[config.mk]
export PLATFORM = sky130hd
export DESIGN_NAME = regs_sb
export DESIGN_NICKNAME = d
export VERILOG_FILES = /design/src/rtl/regs_sb.sv
export SDC_FILE = /design/constraint.sdc
export NUM_CORES = 1
export LEC_CHECK = 0
export BUFFER_PORTS_ARGS = -buffer_cell sky130_fd_sc_hd__buf_2
export CAP_MARGIN = 40
export CORE_MARGIN = 5
export CORE_UTILIZATION = 68
export CTS_CLUSTER_DIAMETER = 150
export CTS_CLUSTER_SIZE = 25
export DETAILED_ROUTE_END_ITERATION = 7
export HOLD_SLACK_MARGIN = 0.08
export PLACE_DENSITY = 0.95
export SLEW_MARGIN = 5
export SYNTH_ARGS = -nofsm -noshare
export SYNTH_HDL_FRONTEND = slang
export SYNTH_SLANG_ARGS = --single-unit
export TNS_END_PERCENT = 50
[constraint.sdc]
create_clock -name i_CLK -period 14.4 [get_ports i_CLK]
set_input_delay 0.72 -clock i_CLK [delete_from_list [all_inputs] [get_ports i_CLK]]
set_output_delay 0.72 -clock i_CLK [all_outputs]
set_load 0.05 [all_outputs]
[src/rtl/regs_sb.sv]
// Register file with a write-pending scoreboard: combinational reads, writes/issues land on the next edge, no backpressure.
// Define REGS_SB_BYPASS_EN to forward same-cycle write data (port B first) to the read ports.
module regs_sb #(
    parameter int DATA_WIDTH = 8,
    parameter int ADDR_WIDTH = 5,
    parameter int REG_COUNT  = 32,
    parameter int INIT_R1    = 10,
    parameter int INIT_R2    = 5
) (
    input  logic                  i_CLK,
    input  logic                  i_RSTn,
    input  logic [ADDR_WIDTH-1:0] i_rd0_addr,
    input  logic [ADDR_WIDTH-1:0] i_rd1_addr,
    output logic [DATA_WIDTH-1:0] o_rd0_data,
    output logic [DATA_WIDTH-1:0] o_rd1_data,
    output logic                  o_rd0_busy,
    output logic                  o_rd1_busy,
    output logic                  o_hazard,
    input  logic                  i_wa_en,
    input  logic [ADDR_WIDTH-1:0] i_wa_addr,
    input  logic [DATA_WIDTH-1:0] i_wa_data,
    input  logic                  i_wb_en,
    input  logic [ADDR_WIDTH-1:0] i_wb_addr,
    input  logic [DATA_WIDTH-1:0] i_wb_data,
    input  logic                  i_iss_en,
    input  logic [ADDR_WIDTH-1:0] i_iss_addr,
    output logic [ADDR_WIDTH:0]   o_busy_cnt
);

    // r0 and anything past the last register are inert aliases of zero.
    function automatic logic addr_ok(input logic [ADDR_WIDTH-1:0] a);
        return (a != '0) && (32'(a) < 32'(REG_COUNT));
    endfunction

    function automatic logic [DATA_WIDTH-1:0] init_val(input int idx);
        if (idx == 1) return DATA_WIDTH'(INIT_R1);
        if (idx == 2) return DATA_WIDTH'(INIT_R2);
        return '0;
    endfunction

    logic [DATA_WIDTH-1:0] regs_q [REG_COUNT];
    logic [DATA_WIDTH-1:0] regs_d [REG_COUNT];
    logic [REG_COUNT-1:0]  busy_q;
    logic [REG_COUNT-1:0]  busy_d;
    logic [ADDR_WIDTH:0]   busy_cnt_q;
    logic [ADDR_WIDTH:0]   busy_cnt_d;

    logic wa_ok;
    logic wb_ok;
    logic iss_ok;

    assign wa_ok  = i_wa_en  && addr_ok(i_wa_addr);
    assign wb_ok  = i_wb_en  && addr_ok(i_wb_addr);
    assign iss_ok = i_iss_en && addr_ok(i_iss_addr);

    // Port B is applied last so it wins a same-address collision; issue is applied after the clears.
    always_comb begin
        regs_d = regs_q;
        busy_d = busy_q;
        if (wa_ok) begin
            regs_d[i_wa_addr] = i_wa_data;
            busy_d[i_wa_addr] = 1'b0;
        end
        if (wb_ok) begin
            regs_d[i_wb_addr] = i_wb_data;
            busy_d[i_wb_addr] = 1'b0;
        end
        if (iss_ok) begin
            busy_d[i_iss_addr] = 1'b1;
        end
        busy_cnt_d = '0;
        for (int i = 1; i < REG_COUNT; i++) begin
            busy_cnt_d = busy_cnt_d + (ADDR_WIDTH+1)'(busy_d[i]);
        end
    end

    always_ff @(posedge i_CLK or negedge i_RSTn) begin
        if (!i_RSTn) begin
            for (int i = 0; i < REG_COUNT; i++) begin
                regs_q[i] <= init_val(i);
            end
            busy_q     <= '0;
            busy_cnt_q <= '0;
        end else begin
            regs_q     <= regs_d;
            busy_q     <= busy_d;
            busy_cnt_q <= busy_cnt_d;
        end
    end

    logic [ADDR_WIDTH-1:0] rd_addr [2];
    logic [DATA_WIDTH-1:0] rd_data [2];
    logic [1:0]            rd_busy;

    assign rd_addr[0] = i_rd0_addr;
    assign rd_addr[1] = i_rd1_addr;

    always_comb begin
        for (int p = 0; p < 2; p++) begin
            rd_data[p] = addr_ok(rd_addr[p]) ? regs_q[rd_addr[p]] : '0;
            rd_busy[p] = addr_ok(rd_addr[p]) && busy_q[rd_addr[p]];
`ifdef REGS_SB_BYPASS_EN
            if (wb_ok && (i_wb_addr == rd_addr[p])) begin
                rd_data[p] = i_wb_data;
                rd_busy[p] = iss_ok && (i_iss_addr == rd_addr[p]);
            end else if (wa_ok && (i_wa_addr == rd_addr[p])) begin
                rd_data[p] = i_wa_data;
                rd_busy[p] = iss_ok && (i_iss_addr == rd_addr[p]);
            end
`endif
        end
    end

    assign o_rd0_data = rd_data[0];
    assign o_rd1_data = rd_data[1];
    assign o_rd0_busy = rd_busy[0];
    assign o_rd1_busy = rd_busy[1];
    assign o_hazard   = rd_busy[0] | rd_busy[1];
    assign o_busy_cnt = busy_cnt_q;

endmodule

Word level (Yosys, flattened, before mapping)
Index checks and enable logic that the tools add are counted.

Bits in registers: 294. Logic and storage cells: 132. Output and inout port bits: 25. Bits of input ports: 46.

Bitwise gates (word level): 10. Multiplexer cells: 29. Magnitude comparators: 14. Reductions and logical operators: 15. $add $sub $neg: 30.

Operator list (number): $bwmux W256 (2); $mux W256 (2); $add A6 B1 Y6 (25); $mux W32 (3); $bmux W8 S5 (2); $demux W8 S5 (2); $and A32 B32 Y32 (2); $mux W8 (8); $not A32 Y32 (2); $or A32 B32 Y32 (1); $lt A5 B6 Y1 const B (5); $reduce_bool A5 Y1 (5); $ge A6 B6 Y1 const B (4); $not A5 Y6 (4); $demux W1 S5 (3); $ge A5 B1 Y1 const B (3); $lt A6 B1 Y1 const B (2); $bmux W1 S5 (2); $logic_and A1 B1 Y1 (10); $add A5 B1 Y6 (1); $add A4 B1 Y5 (1); $mux W1 (5); $add A3 B1 Y4 (1); $add A2 B1 Y3 (1); 2 further kinds (2).

Longest topological paths before layout
Gate-level depths: netlist (run 1).

Word-level depth: 41. Mapped depth: 22. Mapped depth without buffers: 21.

Worst setup path after synthesis (run 1)
No wires, ideal clock.

Path type: input to register. Start: input port i_wa_addr[2]. End: register busy_cnt_q[4] (netlist: o_busy_cnt[4]). Path slack: 8030 ps. Cell stages on the path: 18. Required time: 14320 ps. Library setup time: 80 ps. Data arrival time: 6290 ps. Path buffers: 2. Cells stage by stage: clkbuf_1 > nor3b_1 > clkbuf_1 > nand2_1 > a32o_1 > fa_1 > inv_1 > fa_1 > fa_1 > fa_1 > fa_1 > inv_1 > fa_1 > fa_1 > fa_1 > a21o_1 > a21oi_1 > xnor2_1.

RTL lines: start, declared (RTL line 20) `input logic [ADDR_WIDTH-1:0] i_wa_addr,`; $lt A5 B6 Y1 (implied by the code) / $ge A5 B1 Y1 (equally long branches) (RTL line 62) `busy_d[i_wa_addr] = 1'b0;`; $logic_and A1 B1 Y1 (implied by the code) (RTL line 62); $mux W1 (implied by the code) (RTL line 62); $demux W1 S5 (RTL line 62); $not A32 Y32 (no source line); $and A32 B32 Y32 (no source line); $mux W32 * (RTL line 60) `if (wa_ok) begin`; $and A32 B32 Y32 (no source line); $mux W32 * (RTL line 64) `if (wb_ok) begin`; $or A32 B32 Y32 (no source line); $mux W32 * (RTL line 68) `if (iss_ok) begin`; named net busy_d[6] (RTL line 44) `logic [REG_COUNT-1:0] busy_d;`; $add A5 B1 Y6 * (RTL line 73) `busy_cnt_d = busy_cnt_d + (ADDR_WIDTH+1)'(busy_d[i]);`; $add A6 B1 Y6 * (25 in series) (RTL line 73); named net busy_cnt_d[4] (RTL line 46) `logic [ADDR_WIDTH:0] busy_cnt_d;`; end signal, assigned (RTL line 87) `busy_cnt_q <= busy_cnt_d;`; end, declared (RTL line 45) `logic [ADDR_WIDTH:0] busy_cnt_q;`.

The timed path passes the listed nets; every way through them passes the cells marked *.

Worst setup path in the final report (run 1)
Ends and elaborated chain as after synthesis.

==> results of run 1 <==
## state kept, by name, summed over array words and instances (netlist names)
register and cells:
o_busy_cnt 6, busy_q 32, regs_q 256
## layout by cell type, fill, tap and decap left out, types with 6 or more instances in the layout
cell / Yosys / routed
mux4_1: 6 / 6
fa_1: 23 / 23
o21ai_1: 16 / 16
dfrtp_1: 290 / 290
and3b_1: 6 / 6
a21oi_1: 154 / 154
ha_1: 7 / 7
mux2i_1: 253 / 253
nand2_1: 188 / 188
buf_2: 28 / 66
a32o_1: 13 / 13
buf_4: 4 / 22
nor2_2: 6 / 6
clkbuf_16: 0 / 15
and3_1: 7 / 7
mux4_2: 168 / 168
inv_1: 60 / 60
nor2_1: 178 / 178
o21ai_0: 108 / 108
and2_1: 7 / 7
a32oi_1: 6 / 6
nor3b_1: 6 / 6
## stage by stage
stage / total power, W / cells / cell area [um^2] / hold WS (ps)
6_report: 0.00333 / 2057 / 19700 / 208
5_1_grt: 0.00353 / 2057 / 19700 / 283
4_1_cts: 0.00330 / 2054 / 19700 / 243
3_5_place_dp: 0.00282 / 2033 / 19300 / 384
3_3_place_gp: 0.00269 / 2022 / 19100 / 377
2_1_floorplan: 0.00240 / 1723 / 19000 / 424
## where the power goes
group          internal (W)  switching (W)  total [W]  leakage (nW)
combinational      0.000743       0.000851    0.00159          5.26
clock              0.000196       0.000279   0.000475         0.198
sequential          0.00106       0.000203    0.00126          3.59
total               0.00200        0.00133    0.00333          9.05
## cells by family (layout without fill, tap and decap cells)
logic type / count (synthesis) / count (layout) / synth area share (%)
AOI/OAI and AO/OA: 316 / 316 / 9.10
xor gates and xnor gates: 3 / 3 / 0.139
adders and majority gates: 30 / 30 / 2.89
buffers and inverters: 221 / 177 / 5.08
DFF: 294 / 294 / 38.8
muxes: 429 / 429 / 34.3
and+or+nand+nor: 430 / 430 / 9.67
## synth_stat cells, drive strengths merged, types with 2 or more instances
cell type	n	area share (%)
a21o	2	0.079
o21ai	125	3.3
clkinv	3	0.059
and3b	6	0.28
nor3b	6	0.24
xnor2	2	0.092
and3	7	0.23
o21a	5	0.20
fa	23	2.4
nand2	188	3.7
and2	7	0.23
nand3	4	0.11
dfrtp	290	38
nor2	186	3.8
ha	7	0.46
mux2	2	0.12
a32oi	6	0.28
or2	3	0.099
nor3	2	0.053
nor4bb	3	0.16
dfstp	4	0.55
inv	60	1.2
or3	3	0.099
buf	47	1.6
a21oi	154	4.1
nor2b	5	0.17
clkbuf	111	2.2
a311oi	2	0.092
a32o	13	0.69
or3b	2	0.092
mux2i	253	13
mux4	174	21
nand3b	3	0.12
a31oi	2	0.066
## how the worst min path moves through the flow
stage          slack (ps)  cells past startpoint           to   startpoint
6_report              210                      1   regs_q[52]       i_RSTn
5_1_grt               280                      1   regs_q[52]       i_RSTn
4_1_cts               240                      1   regs_q[52]       i_RSTn
3_5_place_dp          380                      0  regs_q[255]  regs_q[255]
3_3_place_gp          380                      0  regs_q[250]  regs_q[250]
2_1_floorplan         420                      0    busy_q[0]       i_RSTn
## area by class of cell
class | instances | area (um^2) | share of cell area, %
Clock inverter | 2 | 17.5 | 0.0889
Tap cell | 378 | 473 | 2.40
Multi-Input combinational cell | 1208 | 10600 | 53.9
Clock buffer | 19 | 390 | 1.98
Sequential cell | 294 | 7360 | 37.3
Inverter | 63 | 236 | 1.20
Timing Repair Buffer | 93 | 606 | 3.07
## metal layers
layer	global-route usage, %	up-vias
met5	0	-
met4	23.0	2
met3	10.3	448
met2	60.8	1637
met1	49.7	7545
li1	-	6118
==> impl_metrics.csv, run 1 <==
group,metric,value,unit
finish,diodes,0,
run,max_cap_viol_count,0,
placed_design,dp_slack,7050,ps
sta,final_hold_viol_count,0,
placed_design,place_congestion,1.01,
critical_path,crit_path_cell_trace,"buf_2 -> nor3b_1 -> nand2_1 -> a32o_1 -> fa_1 -> inv_1 -> fa_1 -> fa_1 -> fa_1 -> fa_1 -> inv_1 -> fa_1 -> fa_1 -> fa_1 -> a21o_1 -> a21oi_1 -> xnor2_1",
route,routed-wl-met3,8350,um
critical_path,cp.depth,17,
critical_path,path_class,"primary input to flip-flop",
clocking,cts_hold_buffers,0,
route,wl_per_cell,29.4,um
floorplan,core_area,27600,um^2
clocking,cts_made_buffers,15,
floorplan,ioPinCount,71,
yosys,synthArstFlopShare,100,%
sta,finalCritPeriodShare,47.1,%
sta,fmax,0.147,GHz
sta,worstMarginPinSlew,922,ps
critical_path,path_delay_family,"adder cells",
floorplan,die_h,177,um
critical_path,max_stage_delay,610,ps
critical_path,crit_path_start,"i_wa_addr[2]",
sta,grt_setup_unrepaired,"false",
global_route,grt_pass1_wl,93300,um
critical_path,critPathBufInv,3,
route,wl_met1,19500,um
finish,fillers,1808,
yosys,synth_area,19000,um^2
yosys,yosys_most_used_dff,"dfrtp_1",
clocking,cts_max_path_buffers,3,
sta,drv_slew,0,
route,wl_met2,27500,um
critical_path,reg2reg_depth,14,
critical_path,cp-end-kind,"flip-flop",
critical_path,crit_top_cell,"fa_1",
route,ant_nets,0,
critical_path,crit_fanout,9,
min_path,hp-class,"primary input to asynchronous set/reset pin",
power,p_per_area,169,nW/um^2
critical_path,slowest_stage,"nor3b_1",
yosys,synth-seq-cells,294,
floorplan,dieArea,31300,um^2
clocking,clkTransAtPathRegs,110,ps
finish,nets,1751,
sta,slew_headroom,38.6,%
global_route,grt_use_total,39.0,%
critical_path,r2r_slack,8980,ps
critical_path,crit_end,"o_busy_cnt[4]",
yosys,syn_inst,1723,
finish,final_layout_size_suffix_gt1_share,17.8,%
sta,setup_viol_count_final,0,
placed_design,detailed_place_hpwl,40600,um
yosys,synth_cell_types,55,
finish,syn_to_final_growth,4.01,%
yosys,yosysSeqAreaShare,38.8,%
floorplan,start_util,68.6,%
power,p_leak,9.05,nW
route,route.vias.total,15750,
clocking,clock_latency,540,ps
floorplan,rows,61,
global_route,grt_pass1_vias,15892,
clocking,post_cts_buffers,0,
yosys,syn-num-nets,1799,
clocking,root_buffer,"clkbuf_16",
yosys,yosysWarnings,0,
yosys,synth-edff-count,0,
sta,finalSetupTns,0,ps
critical_path,cp.required,14850,ps
floorplan,die_x,177,um
sta,fin_crit,6780,ps
clocking,htreeDepth,1,
placed_design,port_buffers,70,
global_route,gr-total-overflow,0,
critical_path,regToRegEndpoint,"o_busy_cnt[4]",
global_route,grt_max_degree,102,
route,routed_wl,60500,um
global_route,antenna_found_initial,1,
sta,setup_ws,7620,ps
route,via_per_inst,7.66,
critical_path,regToRegStartpoint,"busy_q[6]",
route,drtPass1Iterations,7,
critical_path,crit_path_start_kind,"primary input",
outcome,status,"finished clean",
clocking,post_cts_resized,0,
clocking,cts_sinks,294,
power,peakVddDrop,0.235,mV
yosys,avgSynthCellArea,11.0,um^2
clocking,cts_tree,"done",
finish,final_core_util,71.3,%
critical_path,cp.arrival,7230,ps
route,drc,0,
route,drtIter0Drc,2776,
route,maxUsedRoutingLayer,"met5",
sta,skew,23.4,ps
No activity file was read; power rests on OpenSTA's default activity.
==> inputs of run 2 (changes only) <==
--- a/config.mk
+++ b/config.mk
@@ -8,12 +8,12 @@
 export BUFFER_PORTS_ARGS = -buffer_cell sky130_fd_sc_hd__buf_2
 export CAP_MARGIN = 40
 export CORE_MARGIN = 5
-export CORE_UTILIZATION = 68
+export CORE_UTILIZATION = 63
 export CTS_CLUSTER_DIAMETER = 150
 export CTS_CLUSTER_SIZE = 25
 export DETAILED_ROUTE_END_ITERATION = 7
 export HOLD_SLACK_MARGIN = 0.08
-export PLACE_DENSITY = 0.95
+export PLACE_DENSITY = 0.92
 export SLEW_MARGIN = 5
 export SYNTH_ARGS = -nofsm -noshare
 export SYNTH_HDL_FRONTEND = slang
==> constraint.sdc (replaced) <==
create_clock -name i_CLK -period 7 [get_ports i_CLK]
set_input_delay 0.35 -clock i_CLK [delete_from_list [all_inputs] [get_ports i_CLK]]
set_output_delay 0.35 -clock i_CLK [all_outputs]
set_load 0.05 [all_outputs]
==> run 2 against run 1 <==
  * Sequential share of layout area is 0.35 points lower
  * Flip-flop and latch count did not move
  * Combinational power grew 110%
  * Largest power group unchanged
==> impl_metrics.csv, run 2 (synthesis results as in run 1) <==
group,metric,value,unit
outcome,status,"finished clean",
route,wl_per_cell,28.7,um
global_route,grt_max_degree,186,
route,routed_wl,59900,um
critical_path,crit_path_cell_trace,"buf_2 -> nor3b_1 -> nand2_1 -> buf_4 -> a32o_1 -> fa_1 -> inv_1 -> fa_1 -> fa_1 -> fa_1 -> fa_1 -> inv_1 -> fa_1 -> fa_1 -> fa_1 -> a21o_1 -> a21oi_1 -> xnor2_1",
clocking,cts_sinks,294,
placed_design,place_congestion,1.00,
clocking,cts_tree,"done",
finish,nets,1772,
route,route.vias.total,15382,
critical_path,crit_fanout,9,
floorplan,die_x,183,um
sta,skew,5.48,ps
sta,drv_slew,0,
sta,finalCritPeriodShare,85.1,%
critical_path,cp.required,7430,ps
finish,final_cell_mix,"290 x dfrtp_1, 253 x mux2i_1, 188 x nand2_1",
global_route,grt_pass1_wl,91900,um
critical_path,critPathBufInv,4,
floorplan,start_util,63.9,%
critical_path,slowest_stage,"fa_1",
finish,multi_input_area,10600,um^2
placed_design,place_inst,2068,
critical_path,crit_path_start_kind,"primary input",
critical_path,crit_top_cell,"fa_1",
critical_path,path_class,"primary input to flip-flop",
finish,syn_to_final_growth,4.98,%
finish,fin_cells,2088,
clocking,cts_made_buffers,15,
sta,timing.hold.ws,282,ps
route,drtPass1Iterations,6,
sta,slew_headroom,22.5,%
finish,regArea,7360,um^2
finish,top_register,"regs_q",
sta,worstMarginPinSlew,1160,ps
floorplan,ioPinCount,71,
placed_design,detailed_place_hpwl,40200,um
floorplan,core_area,29600,um^2
global_route,antenna_found_initial,0,
power,power,0.00689,W
global_route,grt_pass1_vias,15426,
critical_path,max_stage_delay,580,ps
clocking,root_buffer,"clkbuf_16",
route,via_per_inst,7.37,
finish,final_layout_size_suffix_gt1_share,18.7,%
clocking,post_cts_buffers,0,
finish,final_common_cell,"dfrtp_1",
power,peakVddDrop,0.639,mV
clocking,clkTransAtPathRegs,110,ps
sta,grt_setup_unrepaired,"false",
clocking,htreeDepth,1,
global_route,gr-total-overflow,0,
critical_path,path_delay_family,"adder cells",
power,p_per_area,346,nW/um^2
floorplan,dieArea,33600,um^2
finish,largest_reg_flops,256,
route,ant_nets,0,
run,max_cap_viol_count,0,
finish,fillers,2110,
sta,fmax,0.168,GHz
finish,final_core_util,67.1,%
global_route,grt_use_total,35.7,%
clocking,cts_max_path_buffers,3,
floorplan,die_h,183,um
sta,setup_viol_count_final,0,
power,p_leak,9.14,nW
min_path,hp-class,"primary input to flip-flop",
clocking,clock_latency,510,ps
critical_path,cp.arrival,6380,ps
placed_design,port_buffers,70,
route,drtIter0Drc,2536,
route,drc,0,
critical_path,cp-end-kind,"flip-flop",
sta,fin_crit,5960,ps
sta,final_hold_viol_count,0,
critical_path,r2r_slack,1520,ps
floorplan,rows,63,
sta,finalSetupTns,0,ps
==> run 2: cell types whose count changed in the layout (fill, tap and decap cells not counted) <==
cell           before  now
buf_4              22   42
clkbuf_1            4    2
buf_16              2    3
buf_2              66   65
diode_2             0    1
dlygate4sd3_1       0    1
inv_6               1    0
==> run 2: final timing paths <==
path,startpoint,end,depth (start not counted)
worst max-delay path,i_wa_addr[3],o_busy_cnt[4],18
worst min-delay path,i_iss_addr[3],busy_q[9],3
worst max register to register,busy_q[6],o_busy_cnt[4],14
worst min register to register,regs_q[250],regs_q[250],0
max in group asynchronous,i_RSTn,busy_q[19],3
min in group asynchronous,i_RSTn,busy_q[29],2
==> run 2: per-stage QoR <==
| step | worst slack (ps) | area [um^2] |
|---|---|---|
| 3_3_place_gp | 773 | 19300 |
| 4_1_cts | 1130 | 19900 |
| 5_1_grt | 867 | 19900 |
| 3_5_place_dp | 609 | 19500 |
| 6_report | 1040 | 19900 |
| 2_1_floorplan | 1000 | 19000 |
==> run 2: power by group <==
| group | internal [W] | switching [W] | total, W | leakage, nW |
|---|---|---|---|---|
| Sequential | 0.00218 | 0.000393 | 0.00257 | 3.59 |
| Combinational | 0.00157 | 0.00178 | 0.00336 | 5.36 |
| Clock | 0.000395 | 0.000567 | 0.000963 | 0.191 |
| Total | 0.00415 | 0.00274 | 0.00689 | 9.14 |
==> run 2: timing repair <==
item | in CTS | in global routing
resized for setup | 0 | 0
endpoints found under the hold margin | 108 | 0
hold buffers | 1 | 0
==> run 2: area by class of cell <==
cell class,count,share of cell area (%)
antenna,1,0.0126
tap,390,2.45
inverter,63,1.19
sequential,294,37.0
timing repair buffer,114,3.96
clock inverter,1,0.0440
clock buffer,17,1.92
multi-input combinational,1208,53.4
==> run 2: layer usage <==
| metal | global-route usage, % | wire [um] | part of all wire, % | vias up |
|---|---|---|---|---|
| met4 | 17.3 | 4130 | 6.9 | 0 |
| met5 | 0 | 0 | 0 | - |
| met2 | 56.4 | 27600 | 46 | 1419 |
| met1 | 47.1 | 20500 | 34 | 7489 |
| li1 | - | - | - | 6147 |
| met3 | 8.39 | 7700 | 13 | 327 |
==> run 2: worst min-delay path, cell delays in order <==
cell       delay [ps]
buf_2             160
nand4bb_1         120
nand2_1           110
